==> config.mk <==
export PLATFORM = sky130hd
export DESIGN_NAME = seq_pattern_tx
export DESIGN_NICKNAME = d
export VERILOG_FILES = /design/src/rtl/seq_pattern_tx.sv
export SDC_FILE = /design/constraint.sdc
export NUM_CORES = 1
export LEC_CHECK = 0
export CORE_MARGIN = 4
export CORE_UTILIZATION = 47
export DETAILED_ROUTE_END_ITERATION = 10
export PLACE_DENSITY = 0.78
export RECOVER_POWER = 25
export SLEW_MARGIN = 5
export SYNTH_ARGS = -nofsm -noshare
export SYNTH_HDL_FRONTEND = slang
export SYNTH_SLANG_ARGS = --single-unit
==> constraint.sdc <==
create_clock -name clk -period 2.6 [get_ports clk]
set_input_delay 0.26 -clock clk [delete_from_list [all_inputs] [get_ports clk]]
set_output_delay 0.26 -clock clk [all_outputs]
set_load 0.1 [all_outputs]
==> src/rtl/seq_pattern_tx.sv <==
// Serial pattern transmitter: sends PATTERN MSB first, rep_cnt times per start pulse.
// Optional feature macro INTERGAP_EN inserts GAP_LEN idle cycles between repetitions.
module seq_pattern_tx #(
  parameter int               PAT_W    = 4,
  parameter logic [PAT_W-1:0] PATTERN  = 4'b1100,
  parameter int               CNT_W    = 8,
  parameter logic             IDLE_BIT = 1'b0,
  parameter int               GAP_LEN  = 2
) (
  input  logic             clk,
  input  logic             reset,
  input  logic             start,
  input  logic [CNT_W-1:0] rep_cnt,
  input  logic             abort,
  output logic             out,
  output logic             valid,
  output logic             busy,
  output logic             done,
  output logic [CNT_W-1:0] rem,
  output logic [1:0]       ps
);

  typedef enum logic [1:0] {
    ST_IDLE = 2'b00,
    ST_SEND = 2'b01,
    ST_GAP  = 2'b10,
    ST_FIN  = 2'b11
  } state_e;

  localparam int               IDX_W   = (PAT_W > 1) ? $clog2(PAT_W) : 1;
  localparam logic [IDX_W-1:0] IDX_TOP = IDX_W'(PAT_W - 1);

  if ((PAT_W < 2) || (GAP_LEN < 1)) begin : g_param_check
    $error("seq_pattern_tx: PAT_W must be >= 2 and GAP_LEN >= 1");
  end

  state_e           state_q, state_d;
  logic [IDX_W-1:0] idx_q, idx_d;
  logic [IDX_W-1:0] idx_dec_s;
  logic [CNT_W-1:0] rem_q, rem_d;
  logic             out_q, out_d;
  logic             valid_q, valid_d;
  logic             busy_q, busy_d;
  logic             done_q, done_d;

`ifdef INTERGAP_EN
  localparam int               GAP_W   = $clog2(GAP_LEN + 1);
  localparam logic [GAP_W-1:0] GAP_TOP = GAP_W'(GAP_LEN - 1);
  logic [GAP_W-1:0] gap_q, gap_d;
`endif

  assign idx_dec_s = idx_q - IDX_W'(1);

  // Next-state and next-output computation; outputs are registered one cycle later.
  always_comb begin
    state_d = state_q;
    idx_d   = idx_q;
    rem_d   = rem_q;
    out_d   = out_q;
    valid_d = valid_q;
    done_d  = 1'b0;
`ifdef INTERGAP_EN
    gap_d   = gap_q;
`endif
    if (abort && (state_q != ST_IDLE)) begin
      state_d = ST_IDLE;
      idx_d   = IDX_TOP;
      rem_d   = {CNT_W{1'b0}};
      out_d   = IDLE_BIT;
      valid_d = 1'b0;
    end else begin
      case (state_q)
        ST_IDLE: begin
          if (start && !abort && (rep_cnt != {CNT_W{1'b0}})) begin
            state_d = ST_SEND;
            rem_d   = rep_cnt;
            idx_d   = IDX_TOP;
            out_d   = PATTERN[IDX_TOP];
            valid_d = 1'b1;
          end else begin
            out_d   = IDLE_BIT;
            valid_d = 1'b0;
          end
        end
        ST_SEND: begin
          if (idx_q != {IDX_W{1'b0}}) begin
            idx_d   = idx_dec_s;
            out_d   = PATTERN[idx_dec_s];
            valid_d = 1'b1;
          end else if (rem_q > CNT_W'(1)) begin
            // More repetitions pending: either restart immediately or idle for the gap
            rem_d = rem_q - CNT_W'(1);
            idx_d = IDX_TOP;
`ifdef INTERGAP_EN
            state_d = ST_GAP;
            gap_d   = GAP_TOP;
            out_d   = IDLE_BIT;
            valid_d = 1'b0;
`else
            out_d   = PATTERN[IDX_TOP];
            valid_d = 1'b1;
`endif
          end else begin
            state_d = ST_FIN;
            done_d  = 1'b1;
            rem_d   = {CNT_W{1'b0}};
            idx_d   = IDX_TOP;
            out_d   = IDLE_BIT;
            valid_d = 1'b0;
          end
        end
`ifdef INTERGAP_EN
        ST_GAP: begin
          if (gap_q == {GAP_W{1'b0}}) begin
            state_d = ST_SEND;
            out_d   = PATTERN[IDX_TOP];
            valid_d = 1'b1;
          end else begin
            gap_d = gap_q - GAP_W'(1);
          end
        end
`endif
        ST_FIN: begin
          state_d = ST_IDLE;
          out_d   = IDLE_BIT;
          valid_d = 1'b0;
        end
        default: begin
          state_d = ST_IDLE;
          idx_d   = IDX_TOP;
          rem_d   = {CNT_W{1'b0}};
          out_d   = IDLE_BIT;
          valid_d = 1'b0;
        end
      endcase
    end
    busy_d = (state_d != ST_IDLE);
  end

  // State and output registers with synchronous active-high reset.
  always_ff @(posedge clk) begin
    if (reset) begin
      state_q <= ST_IDLE;
      idx_q   <= IDX_TOP;
      rem_q   <= {CNT_W{1'b0}};
      out_q   <= IDLE_BIT;
      valid_q <= 1'b0;
      busy_q  <= 1'b0;
      done_q  <= 1'b0;
`ifdef INTERGAP_EN
      gap_q   <= {GAP_W{1'b0}};
`endif
    end else begin
      state_q <= state_d;
      idx_q   <= idx_d;
      rem_q   <= rem_d;
      out_q   <= out_d;
      valid_q <= valid_d;
      busy_q  <= busy_d;
      done_q  <= done_d;
`ifdef INTERGAP_EN
      gap_q   <= gap_d;
`endif
    end
  end

  assign out   = out_q;
  assign valid = valid_q;
  assign busy  = busy_q;
  assign done  = done_q;
  assign rem   = rem_q;
  assign ps    = state_q;

endmodule

==> flow_summary.yaml <==
pwr:
  power_density_mw_per_mm2: 588.3
  power_mw: 0.7213
  leakage_nw: 0.5030
  peakVddDrop_v: 0.0004680
sta:
  finalSetupTns_ns: 0
  fmaxAchievable_ghz: 0.5069
  tightest_slew_ns: 1.174
  final.setup_skew_ns: 0.006617
  hold_violations: 0
  setup_viol: 0
  min_period_ns: 1.973
  relSlewSlack_pct: 22.09
  timing.final.crit_share_pct: 75.87
  rsz0062_at_grt: "no"
  drv_slew: 0
  setup_ws_ns: 0.6273
  holdWs_ns: 0.5182
logic_synthesis:
  muxShareOfSynthArea_pct: 0
  synthAdderAreaFrac_pct: 5.195
  netlist_instances: 119
  synth-edff-count: 0
  synth_seq_cells: 16
  synth_seq_area_share_pct: 33.25
  synth_cell_types: 40
  synthXorXnorAreaFrac_pct: 0.9091
  yosysMostFrequentCell: "dfxtp_1"
  synthFlopType: "dfxtp_1"
  syn-num-nets: 135
  synthTopCellsByArea: "dfxtp_1 33%, ha_1 5.2%, nor2b_1 4.5%"
  synth_top_area_cell: "dfxtp_1"
  yosys-top-cells-count: "16 x dfxtp_1, 11 x nand2_1, 7 x nor2_1, 7 x nor2b_1"
  synthesis.area_sq_um: 963.4
  synth_top_family_by_area: "simple AND/OR/NAND/NOR gates"
  syn_area_per_cell_sq_um: 8.096
  synth_compound_area_share_pct: 24.68
  synth-async-reset-ratio_pct: 0
  synth_top_area_share_pct: 33.25
  yosys_warnings: 0
  yosys.area_share.simple_pct: 31.69
place:
  gp_congestion: 0.8977
  placed_cell_area_sq_mm: 0.001216
  dp_hpwl_mm: 2.039
  pre_cts_ws_ns: 0.4024
  numPortBuffers: 25
  dp.cells: 170
clock_network:
  root_buffer: "clkbuf_4"
  cts_hold_buf: 0
  post_cts_buffers: 0
  cts_resized: 0
  clock-sinks: 16
  clockBufferDepth: 2
  htreeDepth: 1
  cts.clk_slew.worst_paths_ns: 0.09
  cts_tree: "built"
  cts_buffers: 3
  clk_latency_ns: 0.29
critical_path:
  crit_fanout: 7
  reg2reg_from: "rem[2]"
  required_ns: 2.79
  critPathTopFamily: "simple AND/OR/NAND/NOR gates"
  cp.arrival_ns: 2.16
  critPathMaxStageDelay_ns: 0.59
  cp-end-kind: "flip-flop"
  worstSetupPathType: "flip-flop to flip-flop"
  cp_num_buf_inv: 0
  cp_slowest_cell: "or4_4"
  crit_chain: "or4_4 -> or4_4 -> nand2_2 -> o21ai_2 -> a31o_1"
  cp-start-kind: "flip-flop"
  cpMostUsedCell: "or4_4"
  cp-startpoint: "rem[2]"
final_layout:
  final_nets: 164
  post-route-util_pct: 62.50
  stdcell_count: 174
  n_antenna_cell: 0
  layout-drive-gt1-share_pct: 14.29
  fin_area_sq_mm: 0.001226
  area_growth_pct: 27.27
outcome:
  status: "complete, no violations"
die:
  die_y_microns: 53.28
  initial_core_util_pct: 49.11
  core_area_sq_mm: 0.001962
  pin_count: 26
  die_x_microns: 53.28
  row_count: 16
  dieArea_sq_mm: 0.002838
drt:
  via_count: 1023
  drtIter0Drc: 33
  drc: 0
  routed_wl_mm: 2.664
  wl_per_cell_microns: 15.31
  drt_pass1_iterations: 4
  viasPerCell: 5.879
  ant_nets: 0
global_routing:
  grt_pass1_wl_mm: 4.498
  grt-ovfl-total: 0
  track_usage_pct: 21.78
  grt_pass1_vias: 981
  antenna_found_initial: 0
  grt_start_max_net_pins: 22
hold_path:
  hold_start: "rem[4]"
  hold_class: "flip-flop to flip-flop"
run:
  maxCapViolCount: 0
worst register-to-register path, delay by kind of cell, from the launching register on:
family / cells / cell delay (ns)
and+or+nand+nor: 3 / 1.24
AOI/OAI and AO/OA: 2 / 0.26
DFF: 1 / 0.38
power by group:
group | switching [mW] | internal (mW) | total (mW)
Clock | 0.0802 | 0.0854 | 0.166
Sequential | 0.0191 | 0.260 | 0.279
Combinational | 0.191 | 0.0858 | 0.277
Total | 0.291 | 0.431 | 0.721
per-layer routing:
layer  vias to the layer above  share of wire, %  track usage [%]
met5                         -                 0                0
met4                         0              0.68            6.809
met3                         2               7.4            6.761
met2                        43                48            34.90
met1                       481                44            27.47
li1                        497                 -                -
registers in the layout, indices dropped and copies added, names as in the netlist:
name,count
idx_q,2
valid,1
rem,8
busy,1
out,1
done,1
ps,2
final cells by class:
cell class	instances	area, sq um
fill	184	735.7
timing repair buffer	28	211.5
multi-input combinational	93	601.8
sequential	16	320.3
inverter	6	22.52
tap	27	33.78
clock buffer	4	36.28
path summary, 6_finish.rpt:
| check | end | slack [ns] | cells past startpoint |
|---|---|---|---|
| worst max-delay path | rem[2] | 0.63 | 5 |
| worst min-delay path | rem[4] | 0.52 | 2 |
| worst max register to register | rem[2] | 0.63 | 5 |
| worst min register to register | rem[4] | 0.52 | 2 |
cell families after synthesis:
group,count (synthesis)
XOR/XNOR,1
AO/OA/AOI/OAI,34
adder cells (fa/ha/maj),4
buffers and inverters,10
AND/OR/NAND/NOR,54
flip-flops,16
layout by cell type, fill, tap and decap left out, types with 2 or more instances in the layout:
master | synthesis | routed
dfxtp_1 | 16 | 16
nand2_1 | 11 | 11
clkdlybuf4s50_1 | 0 | 11
buf_4 | 1 | 10
nor2_1 | 7 | 7
nor2b_1 | 7 | 7
clkbuf_1 | 3 | 7
inv_1 | 6 | 6
or3_1 | 6 | 6
o22ai_1 | 6 | 6
nand2b_1 | 4 | 4
nor3_1 | 4 | 4
a21oi_1 | 4 | 4
ha_1 | 4 | 4
nor4_1 | 3 | 3
o21ai_0 | 3 | 3
a31oi_1 | 3 | 3
clkbuf_4 | 0 | 3
a211o_1 | 2 | 2
a211oi_1 | 2 | 2
or4_4 | 2 | 2
nand3b_1 | 2 | 2
a22oi_1 | 2 | 2
a21boi_0 | 2 | 2
a41oi_1 | 2 | 2
Note: power is estimated with default switching activity, not from simulation.
